**config.mk**
```make
export PLATFORM = sky130hd
export DESIGN_NAME = hazard_ctrl
export DESIGN_NICKNAME = d
export VERILOG_FILES = /design/src/rtl/hazard_ctrl.sv
export SDC_FILE = /design/constraint.sdc
export NUM_CORES = 1
export LEC_CHECK = 0
export CAP_MARGIN = 20
export CORE_UTILIZATION = 41
export CTS_CLUSTER_SIZE = 12
export DETAILED_ROUTE_END_ITERATION = 8
export PLACE_DENSITY = 0.62
export SYNTH_ARGS = -nofsm -noshare
export SYNTH_HDL_FRONTEND = slang
export SYNTH_SLANG_ARGS = --single-unit
```
**constraint.sdc**
```tcl
create_clock -name clk_i -period 4.8 [get_ports clk_i]
set_clock_uncertainty 0.05 [all_clocks]
set_input_delay 0.96 -clock clk_i [delete_from_list [all_inputs] [get_ports clk_i]]
set_output_delay 0.96 -clock clk_i [all_outputs]
set_load 0.02 [all_outputs]
```
**src/rtl/hazard_ctrl.sv**
```systemverilog
// Pipeline hazard controller: sequences stall/flush controls for a 4-stage
// datapath through init, normal run, data-memory wait and post-trap drain.
`timescale 1ns/1ps
module hazard_ctrl #(
  parameter int INIT_CYCLES  = 2,
  parameter int DRAIN_CYCLES = 2,
  parameter int MEM_TIMEOUT  = 255,
  parameter int PERF_W       = 32
) (
  input  logic              clk_i,
  input  logic              rst_ni,
  input  logic              load_use_stall_i,
  input  logic              br_taken_i,
  input  logic              trap_i,
  input  logic              dmem_req_i,
  input  logic              dmem_ack_i,
  output logic              stall_if_ao,
  output logic              stall_id_ao,
  output logic              stall_ex_ao,
  output logic              stall_mem_ao,
  output logic              flush_id_ao,
  output logic              flush_ex_ao,
  output logic              flush_mem_ao,
  output logic              mem_timeout_o,
  output logic [PERF_W-1:0] stall_cnt_o
);

  localparam int CNT_MAX = (INIT_CYCLES > DRAIN_CYCLES) ? INIT_CYCLES : DRAIN_CYCLES;
  localparam int CW      = (CNT_MAX > 1) ? $clog2(CNT_MAX) : 1;
  localparam int WW      = $clog2(MEM_TIMEOUT + 1);

  localparam logic [CW-1:0] INIT_LOAD  = CW'(INIT_CYCLES - 1);
  localparam logic [CW-1:0] DRAIN_LOAD = CW'(DRAIN_CYCLES - 1);
  localparam logic [WW-1:0] WAIT_MAX   = WW'(MEM_TIMEOUT);

  typedef enum logic [1:0] {S_INIT, S_RUN, S_MEM_WAIT, S_DRAIN} state_t;

  state_t            r_state, w_state_next;
  logic [CW-1:0]     r_cnt, w_cnt_next;
  logic [WW-1:0]     r_wait, w_wait_next;
  logic              r_timeout, w_timeout_next;
  logic [PERF_W-1:0] r_stall_cnt;
  logic              w_mem_wait;
  logic              w_run_ev;
  logic              w_any_stall;

  assign w_mem_wait  = dmem_req_i & ~dmem_ack_i;
  assign w_any_stall = stall_if_ao | stall_id_ao | stall_ex_ao | stall_mem_ao;

  always_ff @(posedge clk_i or negedge rst_ni) begin
    if (!rst_ni) begin
      r_state     <= S_INIT;
      r_cnt       <= INIT_LOAD;
      r_wait      <= '0;
      r_timeout   <= 1'b0;
      r_stall_cnt <= '0;
    end else begin
      r_state   <= w_state_next;
      r_cnt     <= w_cnt_next;
      r_wait    <= w_wait_next;
      r_timeout <= w_timeout_next;
      if (w_any_stall && (r_stall_cnt != '1))
        r_stall_cnt <= r_stall_cnt + PERF_W'(1);
    end
  end

  always_comb begin
    w_state_next   = r_state;
    w_cnt_next     = r_cnt;
    w_wait_next    = r_wait;
    w_timeout_next = r_timeout;
    w_run_ev       = 1'b0;
    stall_if_ao    = 1'b0;
    stall_id_ao    = 1'b0;
    stall_ex_ao    = 1'b0;
    stall_mem_ao   = 1'b0;
    flush_id_ao    = 1'b0;
    flush_ex_ao    = 1'b0;
    flush_mem_ao   = 1'b0;

    case (r_state)
      S_INIT, S_DRAIN: begin
        stall_if_ao  = 1'b1;
        flush_id_ao  = 1'b1;
        flush_ex_ao  = 1'b1;
        flush_mem_ao = 1'b1;
        if (r_cnt == '0) w_state_next = S_RUN;
        else             w_cnt_next   = r_cnt - CW'(1);
      end
      S_RUN: begin
        // A trap outranks a pending memory access, so it is resolved below.
        if (!trap_i && w_mem_wait) begin
          stall_if_ao  = 1'b1;
          stall_id_ao  = 1'b1;
          stall_ex_ao  = 1'b1;
          stall_mem_ao = 1'b1;
          w_wait_next  = WW'(1);
          w_state_next = S_MEM_WAIT;
        end else begin
          w_run_ev = 1'b1;
        end
      end
      S_MEM_WAIT: begin
        if (dmem_ack_i) begin
          w_run_ev = 1'b1;
        end else if (r_wait == WAIT_MAX) begin
          w_timeout_next = 1'b1;
          flush_id_ao    = 1'b1;
          flush_ex_ao    = 1'b1;
          flush_mem_ao   = 1'b1;
          w_cnt_next     = DRAIN_LOAD;
          w_state_next   = S_DRAIN;
        end else begin
          stall_if_ao  = 1'b1;
          stall_id_ao  = 1'b1;
          stall_ex_ao  = 1'b1;
          stall_mem_ao = 1'b1;
          w_wait_next  = r_wait + WW'(1);
        end
      end
      default: w_state_next = S_INIT;
    endcase

    // Ordinary run-time hazards, shared by RUN and the ack cycle of MEM_WAIT.
    if (w_run_ev) begin
      w_state_next = S_RUN;
      if (trap_i) begin
        flush_id_ao  = 1'b1;
        flush_ex_ao  = 1'b1;
        flush_mem_ao = 1'b1;
        w_cnt_next   = DRAIN_LOAD;
        w_state_next = S_DRAIN;
      end else if (br_taken_i) begin
        flush_id_ao = 1'b1;
        flush_ex_ao = 1'b1;
      end else if (load_use_stall_i) begin
        stall_if_ao = 1'b1;
        stall_id_ao = 1'b1;
        flush_ex_ao = 1'b1;
      end
    end
  end

  assign mem_timeout_o = r_timeout;
  assign stall_cnt_o   = r_stall_cnt;

endmodule

```
==> reports/metrics.csv, run 1 <==
stage;metric;value;unit
run_status;status;completed;
floorplanning;num rows;27;
floorplanning;DIE AREA;6250;µm²
synth;synth top area cells;dfrtp_1, xor2_1, xnor2_1;
global_route;pin count of the biggest net entering global routing;45;
drt;drc violations;0;
placement;RD Place Congestion;0.810;
global_route;GRT Overall Usage;0.179;
floorplanning;Die Y;79.0;µm
drt;final wirelength;5.10;mm
worst_setup_path;crit start category;input pin;
worst_setup_path;Data arrival, critical path;3.16;ns
synth;post-synthesis cell area;2430;µm²
drt;initial DRC count;103;
pwr;VDD IR max;0.317;mV
synth;Post-Syn Nets;249;
global_route;Congestion Overflow GR;0;
worst_setup_path;R2R cell count;7;
timing;final setup TNS;0;ns
clocking;CTS sink count;44;
worst_setup_path;CP max stage delay;0.59;ns
final_layout;register area;1100;µm²
synth;most common cell in the netlist;dfrtp_1;
synth;register area share after synthesis;0.453;
global_route;initial antenna violation count;0;
pwr;overall power;1.28;mW
drt;Avg WL per Cell;14.2;µm
final_layout;final core occ;0.547;
clocking;clock slew at reported path FFs;0.07;ns
clocking;# Post-CTS Setup Buffers;0;
drt;DR pass1 iterations;4;
job;max_cap viols;0;
timing;maximum clock frequency;240;MHz
clocking;hold_buf cts;0;
drt;WL met3;264;µm
pwr;Pwr Density;416;nW/µm²
timing;Slew @ Worst Pin;0.697;ns
worst_setup_path;most frequent CP cell;clkdlybuf4s50_1;
timing;Tcrit/Tclk final;0.869;
final_layout;ANT cells;0;
synth;list of most frequent post-synthesis cells;dfrtp_1, nand2_1, nor2_1, nand3_1, xor2_1;
synth;Synth top area share;0.442;
final_layout;layout cells sized above 1;0.125;
pwr;P_leak;1.33;nW
hold_path;hold path cells;1;
clocking;Resized cells post-CTS;0;
drt;Highest Signal Layer;met4;
worst_setup_path;Worst Setup End Kind;output port;
clocking;worst-skew pair later-pin latency;0.30;ns
synth;Distinct cells, synth;48;
synth;Yosys reg bits;44;
floorplanning;Starting Density;0.434;
worst_setup_path;worst-path maximum fanout;6;
drt;vias per inst;5.24;
synth;top cell type by total area after synthesis;dfrtp_1;
worst_setup_path;CP max stage cell;clkdlybuf4s50_1;
drt;routed via count;1880;
timing;RSZ-0062 raised after global routing;false;
drt;Routed Antenna Nets;0;
final_layout;area delta synth->final;26.1;%
floorplanning;Top Ports;47;
clocking;Root Driver;clkbuf_8;
timing;Slew Viols, Final;0;
synth;Post-synth EDFFs;0;
timing;relative slew slack;0.536;
floorplanning;Die Wd;79.0;µm
worst_setup_path;worst endpoint required time;3.79;ns
final_layout;fillers;527;
timing;endpoints failing hold;0;
global_route;first-pass GRT wire length;8.60;mm
placement;dpl hpwl;3.61;mm
synth;Ys Warns;0;
clocking;H-tree depth;2;
floorplanning;CORE AREA;5610;µm²
placement;I/O Buffers;46;
synth;main flop type after synthesis;dfrtp_1;
drt;met1 wire length;2.59;mm
timing;crit path time final;4.17;ns
clocking;CTS tree;built;
clocking;clk buf depth;2;
global_route;vias in the first global route;1765;
final_layout;fin nets;299;
worst_setup_path;CP Cell Sequence;clkdlybuf4s50_1, nand2b_1, or3_4, a21boi_4, nor2_1, a31o_2, clkdlybuf4s50_1;
hold_path;hold crit path type;register to register;
drt;Met2 Wirelength;2.16;mm
worst_setup_path;Crit Path Category;input pin to output port;
synth;Mean Syn Cell Area;10.3;µm²
synth;Post-synth ARST share;1.00;
timing;number of setup violations in the final report;0;
synth;Syn Inst Count;237;
final_layout;area of the multi-input gates;1280;µm²
clocking;Num CTS Buffers;5;
layer usage:
layer,track usage,vias to the layer above
met3,0.0402,7
met2,0.252,40
met1,0.262,894
met4,0.0782,0
li1,-,939
met5,0,-
state kept, by name, indices dropped and copies added (netlist names):
name           count
stall_cnt_o       32
r_wait             8
r_state            2
mem_timeout_o      1
r_cnt              1
stage by stage:
step                      area [µm²]  hold slack, ns  setup slack (ns)  std cells
final                           3070           0.416             0.631        359
after global routing            3070           0.441             0.570        359
after CTS                       3040           0.426             0.638        358
after detailed placement        2960           0.409             0.653        351
after global placement          2960           0.404             0.665        351
after floorplan                 2430           0.431              1.59        237
cell usage in the layout (no fill, tap or decap), types with 4 or more instances in the layout:
cell             synthesis  routed
inv_1                    7       7
clkdlybuf4s50_1          0      45
a21oi_1                  8       8
nand4_1                 12      12
nor2_1                  19      19
and3_1                   7       7
clkbuf_8                 0       5
nand2_1                 21      21
ha_1                     5       5
xor2_1                  18      18
nor2b_1                  4       4
dfrtp_1                 43      43
xnor2_1                 17      17
nand3_1                 18      18
o21ai_0                  4       4
and4_1                   4       4
worst max-delay path, delay by kind of cell:
family	cells	cell delay [ns]
simple gates	3	0.78
compound gates	2	0.32
buf+inv	2	1.08
power breakdown:
| group | switching, mW | internal [mW] | total [mW] |
|---|---|---|---|
| Sequential | 0.0620 | 0.425 | 0.487 |
| Clock | 0.119 | 0.0990 | 0.218 |
| Combinational | 0.331 | 0.242 | 0.572 |
area by class of cell:
cell class              instances  share of cell area
flip-flops and latches         44               0.359
inverters                       7             0.00856
clock inverters                 1             0.00163
multi-input cells             181               0.418
well taps                      72              0.0294
repair buffers                 48               0.160
clock buffers                   6              0.0237
logic make-up after synthesis:
| kind of cell | synth area share |
|---|---|
| AO/OA/AOI/OAI | 0.0987 |
| XOR/XNOR | 0.126 |
| adder cells (fa/ha/maj) | 0.0257 |
| buffers and inverters | 0.0206 |
| flip-flops | 0.453 |
| multiplexers | 0.00925 |
| AND/OR/NAND/NOR | 0.267 |
path summary, 6_finish.rpt:
check                         startpoint  slack, ns              to
max reg2reg                   r_state[1]       2.49  stall_cnt_o[1]
max in group asynchronous         rst_ni       3.55           r_cnt
min in group asynchronous         rst_ni       0.58       r_wait[3]
min reg2reg                mem_timeout_o       0.42   mem_timeout_o
min                        mem_timeout_o       0.42   mem_timeout_o
max                               trap_i       0.63     stall_id_ao
Note: power is estimated with default switching activity, not from simulation.
==> run 2, diff against run 1 <==
CTS_CLUSTER_SIZE = 28   (was 12)
==> results of run 2 <==
Same layout as run 1: the final DEF is identical, and so are final timing and power.
